--- src/rtl/light_pkg.sv ---
// Shared constants and state encoding for the light/sensor channel scanner.
// Latency: n/a (declarations only).
// Backpressure: n/a (declarations only).
package light_pkg;

  localparam int NUM_CH          = 8;
  localparam int CH_W            = 3;
  localparam int DEFAULT_DWELL_W = 16;

  // Scanner FSM encoding, kept as plain constants so older blocks can reuse it.
  typedef logic [1:0] state_t;
  localparam state_t ST_IDLE   = 2'd0;
  localparam state_t ST_DWELL  = 2'd1;
  localparam state_t ST_SAMPLE = 2'd2;

endpackage

--- src/rtl/next_chan_pick.sv ---
// Rotated priority encoder: first set mask bit strictly above sel, wrapping to bit 0.
// Latency: purely combinational, zero cycles.
// Backpressure: none; no handshake on this path.
module next_chan_pick
  import light_pkg::*;
(
  input  logic [NUM_CH-1:0] chan_mask,
  input  logic [CH_W-1:0]   sel,
  output logic [CH_W-1:0]   next,
  output logic              wrap,
  output logic              none
);

  logic [CH_W-1:0] idx;

  // Scan from farthest to nearest so the nearest set bit above sel wins; with
  // sel = 7 this degenerates into a plain lowest-set-bit pick.
  always_comb begin
    next = sel;
    idx  = '0;
    for (int i = NUM_CH; i >= 1; i--) begin
      idx = sel + CH_W'(i);
      if (chan_mask[idx]) next = idx;
    end
    none = (chan_mask == '0);
    wrap = !none && (next <= sel);
  end

endmodule

--- src/rtl/light_scan_sequencer.sv ---
// Walks enabled light channels in order, dwelling on each before a req/ack sensor sample.
// Latency: sel valid the cycle after enable; sample_req rises max(dwell,1) cycles after each channel load.
// Backpressure: sample_req and sel hold until sample_ack; a late ack simply stretches the channel period.
module light_scan_sequencer
  import light_pkg::*;
#(
  parameter int DWELL_W = DEFAULT_DWELL_W,
  parameter int NUM_CH  = light_pkg::NUM_CH
) (
  input  logic               clock,
  input  logic               reset_n,
  input  logic               enable,
  input  logic [DWELL_W-1:0] dwell,
  input  logic [NUM_CH-1:0]  chan_mask,
  output logic [CH_W-1:0]    sel,
  output logic               sel_valid,
  output logic               sample_req,
  input  logic               sample_ack,
  output logic               frame_done
);

  state_t             state;
  logic [DWELL_W-1:0] cnt;
  logic [DWELL_W-1:0] dwell_load;
  logic [CH_W-1:0]    pick_sel;
  logic [CH_W-1:0]    pick_next;
  logic               pick_wrap;
  logic               pick_none;

  // A dwell of 0 behaves like 1: the counter counts down to zero, then requests.
  always_comb begin
    dwell_load = (dwell == '0) ? '0 : dwell - DWELL_W'(1);
    // From IDLE, searching above channel 7 yields the lowest enabled channel.
    pick_sel   = (state == ST_IDLE) ? CH_W'(NUM_CH - 1) : sel;
  end

  next_chan_pick u_pick (
    .chan_mask (chan_mask),
    .sel       (pick_sel),
    .next      (pick_next),
    .wrap      (pick_wrap),
    .none      (pick_none)
  );

  // Scanner FSM; every output is a register so the decoder sees no input glitches.
  always_ff @(posedge clock or negedge reset_n) begin
    if (!reset_n) begin
      state      <= ST_IDLE;
      sel        <= '0;
      sel_valid  <= 1'b0;
      sample_req <= 1'b0;
      frame_done <= 1'b0;
      cnt        <= '0;
    end else begin
      frame_done <= 1'b0;
      case (state)
        ST_IDLE: begin
          if (enable && !pick_none) begin
            sel       <= pick_next;
            sel_valid <= 1'b1;
            cnt       <= dwell_load;
            state     <= ST_DWELL;
          end else begin
            sel_valid <= 1'b0;
          end
        end
        ST_DWELL: begin
          if (!enable) begin
            sel_valid <= 1'b0;
            state     <= ST_IDLE;
          end else if (cnt == '0) begin
            sample_req <= 1'b1;
            state      <= ST_SAMPLE;
          end else begin
            cnt <= cnt - DWELL_W'(1);
          end
        end
        ST_SAMPLE: begin
          // enable is deliberately ignored until the outstanding sample is acked.
          if (sample_ack) begin
            sample_req <= 1'b0;
            frame_done <= pick_wrap;
            if (!enable || pick_none) begin
              sel_valid <= 1'b0;
              state     <= ST_IDLE;
            end else begin
              sel   <= pick_next;
              cnt   <= dwell_load;
              state <= ST_DWELL;
            end
          end
        end
        default: begin
          state      <= ST_IDLE;
          sel_valid  <= 1'b0;
          sample_req <= 1'b0;
        end
      endcase
    end
  end

endmodule
--- config.mk ---
export PLATFORM = sky130hd
export DESIGN_NAME = light_scan_sequencer
export DESIGN_NICKNAME = d
export VERILOG_FILES = /design/src/rtl/light_pkg.sv /design/src/rtl/next_chan_pick.sv /design/src/rtl/light_scan_sequencer.sv
export SDC_FILE = /design/constraint.sdc
export NUM_CORES = 1
export LEC_CHECK = 0
export ABC_AREA = 1
export BUFFER_PORTS_ARGS = -buffer_cell sky130_fd_sc_hd__buf_2
export CAP_MARGIN = 10
export CORE_ASPECT_RATIO = 0.8
export CORE_MARGIN = 2
export CORE_UTILIZATION = 50
export DETAILED_ROUTE_END_ITERATION = 10
export PLACE_DENSITY = 0.71
export SYNTH_ARGS = -nofsm -noshare
export SYNTH_HDL_FRONTEND = slang
export SYNTH_SLANG_ARGS = --single-unit
--- constraint.sdc ---
create_clock -name clock -period 3.59 [get_ports clock]
set_input_delay 0.1795 -clock clock [delete_from_list [all_inputs] [get_ports clock]]
set_output_delay 0.1795 -clock clock [all_outputs]
set_load 0.02 [all_outputs]
-- Word level (Yosys, flattened, before mapping)
Index checks and enable logic that the tools add are counted.
- $add $sub $neg: 9
- magnitude comparators: 8
- eq/ne operators: 11
- mux-type cells: 50
- bitwise logic cells: 1
- reduce and logical (&&, ||, !) cells: 16
- operators with widths (cell ; number):
    $mux W16 ; 6
    $pmux W16 S3 ; 1
    $mux W3 ; 11
    $logic_not A16 Y1 ; 2
    $sub A16 B1 Y16 const B ; 2
    $lt A3 B4 Y1 const B ; 7
    $bmux W1 S3 ; 7
    $mux W1 ; 17
    $ne A2 B2 Y1 const B ; 7
    $add A3 B3 Y3 const B ; 4
    $logic_not A8 Y1 ; 1
    $mux W2 ; 4
    $reduce_and A4 Y1 ; 2
    $add A3 B2 Y3 const B ; 2
    $pmux W1 S3 ; 2
    $pmux W2 S3 ; 1
    $pmux W3 S2 ; 1
    $reduce_and A3 Y1 ; 2
    $reduce_and A6 Y1 ; 1
    $add A3 B1 Y3 const B ; 1
    $le A3 B3 Y1 ; 1
    $ne A3 B3 Y1 const B ; 1
    $reduce_bool A3 Y1 ; 1
    $eq A2 B1 Y1 const B ; 1
    8 further kinds ; 10
- flip-flop bits (word level): 24
- bits of input ports: 28
- output and inout port bits: 6
- logic and storage cells: 101

-- Logic depth before layout (Yosys ltp)
- word-level depth: 16
- mapped depth: 21
- gate-level depth less buffers: 21

-- Cells and area by module
Synthesis repeated with hierarchy kept, for this count alone.
- cell total of the unflattened synthesis: 454
- area total of the unflattened synthesis: 2740.1 µm²
- modules (own cells, without submodules) (module ; times used ; cells each ; area an instance (µm²) ; seq. area each (µm²)):
    light_scan_sequencer ; 1 ; 315 ; 1990.7 ; 600.6
    next_chan_pick ; 1 ; 139 ; 749.5 ; 0.0

-- Worst setup path after synthesis
OpenSTA, ideal clock, no wires.
- path kind: register -> register
- start point: reg sel[0]
- end point: reg frame_done
- setup time: 94 ps
- arrival: 2522 ps
- data required time: 3496 ps
- setup slack: 974 ps
- cell stages (with the launch flop): 16
- buffers on the path: 0
- clock period less this slack: 2616 ps
- cell sequence: dfrtp_1 > inv_2 > nand2_4 > ha_1 > inv_1 > nand3_1 > o21ai_0 > nor2_1 > a21oi_2 > inv_1 > nor2_1 > a21oi_1 > ha_1 > a21oi_1 > o21ai_0 > a211oi_1
- cells in the longest elaborated chain, start to end: 15
- elaborated cells between the ends (all ways): 33
- those cells by class: add/sub: 7; order compare: 1; mux: 24; reduce/logical: 1
- RTL lines (what ; RTL line ; text):
    start, declared ; light_scan_sequencer.sv:15 ; output logic [CH_W-1:0] sel,
    start signal, assigned ; light_scan_sequencer.sv:59 ; sel <= pick_next;
    start signal, assigned ; light_scan_sequencer.sv:87 ; sel <= pick_next;
    $mux W3 (*) ; light_scan_sequencer.sv:34 ; pick_sel = (state == ST_IDLE) ? CH_W'(NUM_CH - 1) : sel;
    $add A3 B3 Y3 ; next_chan_pick.sv:22 ; idx = sel + CH_W'(i);
    $bmux W1 S3 ; next_chan_pick.sv:23 ; if (chan_mask[idx]) next = idx;
    $mux W1 (not written as such) ; next_chan_pick.sv:23 ;
    $mux W3 (6 in a row) ; next_chan_pick.sv:23 ;
    $mux W3 (*) ; next_chan_pick.sv:23 ;
    net pick_next[2] ; light_scan_sequencer.sv:26 ; logic [CH_W-1:0] pick_next;
    $le A3 B3 Y1 (*) ; next_chan_pick.sv:26 ; wrap = !none && (next <= sel);
    $logic_and A1 B1 Y1 (*) ; next_chan_pick.sv:26 ;
    $mux W1 (*) ; light_scan_sequencer.sv:80 ; if (sample_ack) begin
    $mux W1 (*) ; light_scan_sequencer.sv:56 ; case (state)
    end signal, assigned ; light_scan_sequencer.sv:82 ; frame_done <= pick_wrap;
    end, declared ; light_scan_sequencer.sv:19 ; output logic frame_done
Mark *: on every way through the listed nets, which the timed path passes. The rest lies on a longest branch. The select of a mux whose other input is x is not followed.
A chain may end at the register's enable or synchronous reset.

-- Final worst setup path
- start point: reg state[0]
- end point: reg frame_done
- cells in the longest elaborated chain, start to end: 16
- elaborated cells between the ends (all ways): 35
- those cells by class: add/sub: 7; order compare: 1; eq/ne: 1; mux: 24; reduce/logical: 2
- RTL lines (what ; RTL line ; text):
    start, declared ; light_scan_sequencer.sv:22 ; state_t state;
    start signal, assigned ; light_scan_sequencer.sv:48 ; state <= ST_IDLE;
    start signal, assigned ; light_scan_sequencer.sv:62 ; state <= ST_DWELL;
    start signal, assigned ; light_scan_sequencer.sv:70 ; state <= ST_IDLE;
    $logic_not A2 Y1 (*) ; light_scan_sequencer.sv:34 ;
    $mux W3 (*) ; light_scan_sequencer.sv:34 ;
    $add A3 B3 Y3 ; next_chan_pick.sv:22 ;
    $bmux W1 S3 ; next_chan_pick.sv:23 ;
    $mux W1 (not written as such) ; next_chan_pick.sv:23 ;
    $mux W3 (6 in a row) ; next_chan_pick.sv:23 ;
    $mux W3 (*) ; next_chan_pick.sv:23 ;
    net pick_next[2] ; light_scan_sequencer.sv:26 ;
    $le A3 B3 Y1 (*) ; next_chan_pick.sv:26 ;
    $logic_and A1 B1 Y1 (*) ; next_chan_pick.sv:26 ;
    $mux W1 (*) ; light_scan_sequencer.sv:80 ;
    $mux W1 (*) ; light_scan_sequencer.sv:56 ;
Marks and branches as above.

==> flow_metrics.env <==
export IMPL_outcome="completed"
export IMPL_reg2reg_from="state[0]"
export IMPL_ys_seq_elements=24
export IMPL_overflow=0
export IMPL_drc=0
export IMPL_finalInstanceArea_um2=2731
export IMPL_place_area_um2=2650
export IMPL_ys_types=38
export IMPL_whs_endpoint="frame_done"
export IMPL_portBuffers=33
export IMPL_cap_violations=0
export IMPL_dr_total_vias=2448
export IMPL_grt_max_degree=33
export IMPL_synthCells=375
export IMPL_finalCritPeriodShare_pct=81.94
export IMPL_synth_warning_count=0
export IMPL_worstSetupEndpointType="flip-flop"
export IMPL_r2r_cells=16
export IMPL_setup_violations=0
export IMPL_r2r_slack_ns=0.65
export IMPL_cts_tree="built"
export IMPL_synth_area_um2=2451
export IMPL_worstHoldPathType="primary input to flip-flop"
export IMPL_wl_um=5800
export IMPL_dp_worst_setup_slack_ns=0.7132
export IMPL_grt_pass1_vias=2240
export IMPL_grt_first_pass_wirelength_um=10070
export IMPL_postCtsResizedCells=0
export IMPL_fp_dieW_um=82.28
export IMPL_die_h_um=66.63
export IMPL_num_rows=22
export IMPL_ios=34
export IMPL_clk_path_buf_depth=2
export IMPL_hp_start="sample_ack"
export IMPL_drtIter0Drc=174
export IMPL_clk_latency_ns=0.27
export IMPL_fin_crit_ns=2.942
export IMPL_holdPathStages=3
export IMPL_slew_viol_final=0
export IMPL_gp_congestion=0.8861
export IMPL_reg2reg_to="frame_done"
export IMPL_critical_path_required_ns=3.78
export IMPL_grtUsageTotal_pct=23.59
export IMPL_synth_top_cell_by_area="dfrtp_1"
export IMPL_synth_area_per_cell_um2=6.536
export IMPL_ctsRootBufferMaster="clkbuf_8"
export IMPL_cp_start_kind="flip-flop"
export IMPL_coreArea_um2=4652
export IMPL_fp_dieArea_um2=5482
export IMPL_clock_fmax_mhz=340.0
export IMPL_tightest_slew_ns=1.015
export IMPL_path_class="flip-flop to flip-flop"
export IMPL_fin_util_pct=58.71
export IMPL_hold_viol=0
export IMPL_relSlewSlack_pct=31.88
export IMPL_multi_input_area_um2=1633
export IMPL_nets=444
export IMPL_area_growth_pct=11.43
export IMPL_synth_area_leaders="dfrtp_1, nand2_1, inv_1, nand3_1, xor2_1"
export IMPL_n_fill_cell=459
export IMPL_rsz0062_at_grt="no"
export IMPL_initial_utilization_pct=52.69
export IMPL_setup_ws_ns=0.6484
export IMPL_worst_clock_skew_ns=0.007046
export IMPL_antenna_found_initial=0
export IMPL_drive_above_1_share_pct=17.65
export IMPL_cts_htree_levels=1
export IMPL_syn_num_nets=410
export IMPL_vias_per_cell=5.231
export IMPL_setup_tns_ns=0
export IMPL_dp_hpwl_um=4673
export IMPL_yosysSeqAreaShare_pct=24.50
export IMPL_clock_sink_count=24
export IMPL_cts_inserted_buffers=3
export IMPL_crit_fanout=9
export IMPL_routedWlPerCell_um=12.39
export IMPL_regArea_um2=600.6
export IMPL_diodes=0
export IMPL_cts_clk_slew_worst_paths_ns=0.09
export IMPL_dr_pass1_iters=5
export IMPL_ant_nets=0
export IMPL_synth_top_area_share_pct=24.50
export IMPL_cp_arrival_ns=3.13
-- how the worst max path moves through the flow --
stage          startpoint  depth (start not counted)         end
2_1_floorplan      sel[0]                         15  frame_done
3_3_place_gp     state[0]                         16  frame_done
3_5_place_dp     state[0]                         16  frame_done
4_1_cts          state[0]                         16  frame_done
5_1_grt          state[0]                         16  frame_done
6_report         state[0]                         16  frame_done
-- per-stage QoR --
step	hold slack, ns	std cells
2_1_floorplan	-0.1161	375
5_1_grt	0.1483	468
3_3_place_gp	0.1908	463
6_report	0.1549	468
4_1_cts	0.1499	468
3_5_place_dp	0.1993	463
-- synth_stat cells (all sizes together) --
library cell	count
o22ai	6
a21oi	9
xnor2	5
buf	3
a21o	1
o21ai	40
nor4	4
ha	7
clkbuf	2
nand3b	2
inv	47
nand4	6
o211ai	1
a21boi	1
a211oi	1
and3	1
dfrtp	24
nand2	117
nand3	30
o31ai	1
a31oi	2
nor3	7
nor2	40
xor2	17
or2	1
-- cells by family (layout without fill, tap and decap cells) --
kind of cell               after synthesis  in the layout  synth area share (%)
DFF                                     24             24                 24.50
buffers and inverters                   52             85                 8.882
and+or+nand+nor                        208            208                 40.63
xor gates and xnor gates                22             22                 8.474
AOI/OAI and AO/OA                       62             62                 13.94
adders and majority gates                7              7                 3.573
-- layout by cell type, fill, tap and decap left out, drive strengths merged, types with 2 or more instances in the layout --
cell    instances
a21oi           9
a31oi           2
buf            33
clkbuf          3
dfrtp          24
ha              7
inv            47
nand2         117
nand3          30
nand3b          2
nand4           6
nor2           40
nor3            7
nor4            4
o21ai          40
o22ai           6
xnor2           5
xor2           17
-- per-layer routing --
metal | global-route usage (%) | vias to the layer above | share of wire (%)
met1 | 36.86 | 1096 | 53
met3 | 3.794 | 0 | 6.1
met2 | 34.58 | 62 | 41
li1 | - | 1290 | -
met4 | 2.500 | 0 | 0
met5 | 0 | - | 0
-- state kept, by name, summed over array words and instances, names as in the netlist --
signal,cells
cnt,16
state,2
sel_valid,1
sample_req,1
frame_done,1
sel,3
-- worst max-delay path, stage by stage (launching register included) --
cell	delay [ns]
dfrtp_1	0.46
inv_2	0.10
nand2_4	0.15
nand2_4	0.11
ha_1	0.32
inv_1	0.17
nand3_1	0.14
o21ai_0	0.11
nor2_1	0.10
a21oi_2	0.17
inv_1	0.08
nor2_1	0.13
a21oi_1	0.09
ha_1	0.32
a21oi_1	0.13
o21ai_0	0.09
a211oi_1	0.19
-- final cells by class --
| class | instances | area share, % |
|---|---|---|
| Inverter | 47 | 6.459 |
| Sequential cell | 24 | 21.99 |
| Multi-Input combinational cell | 299 | 59.78 |
| Clock buffer | 3 | 1.512 |
| Timing Repair Buffer | 34 | 6.413 |
| Tap cell | 60 | 2.749 |
| Clock inverter | 1 | 1.099 |
-- timing repair --
item | in CTS | in global routing
setup buffers | 0 | 0
endpoints found under the hold margin | 24 | 0
hold buffers | 1 | 0
Power is left out: the tool's default activity adds up to more than one toggle a clock period on the data nets, which glitch-free logic cannot reach.
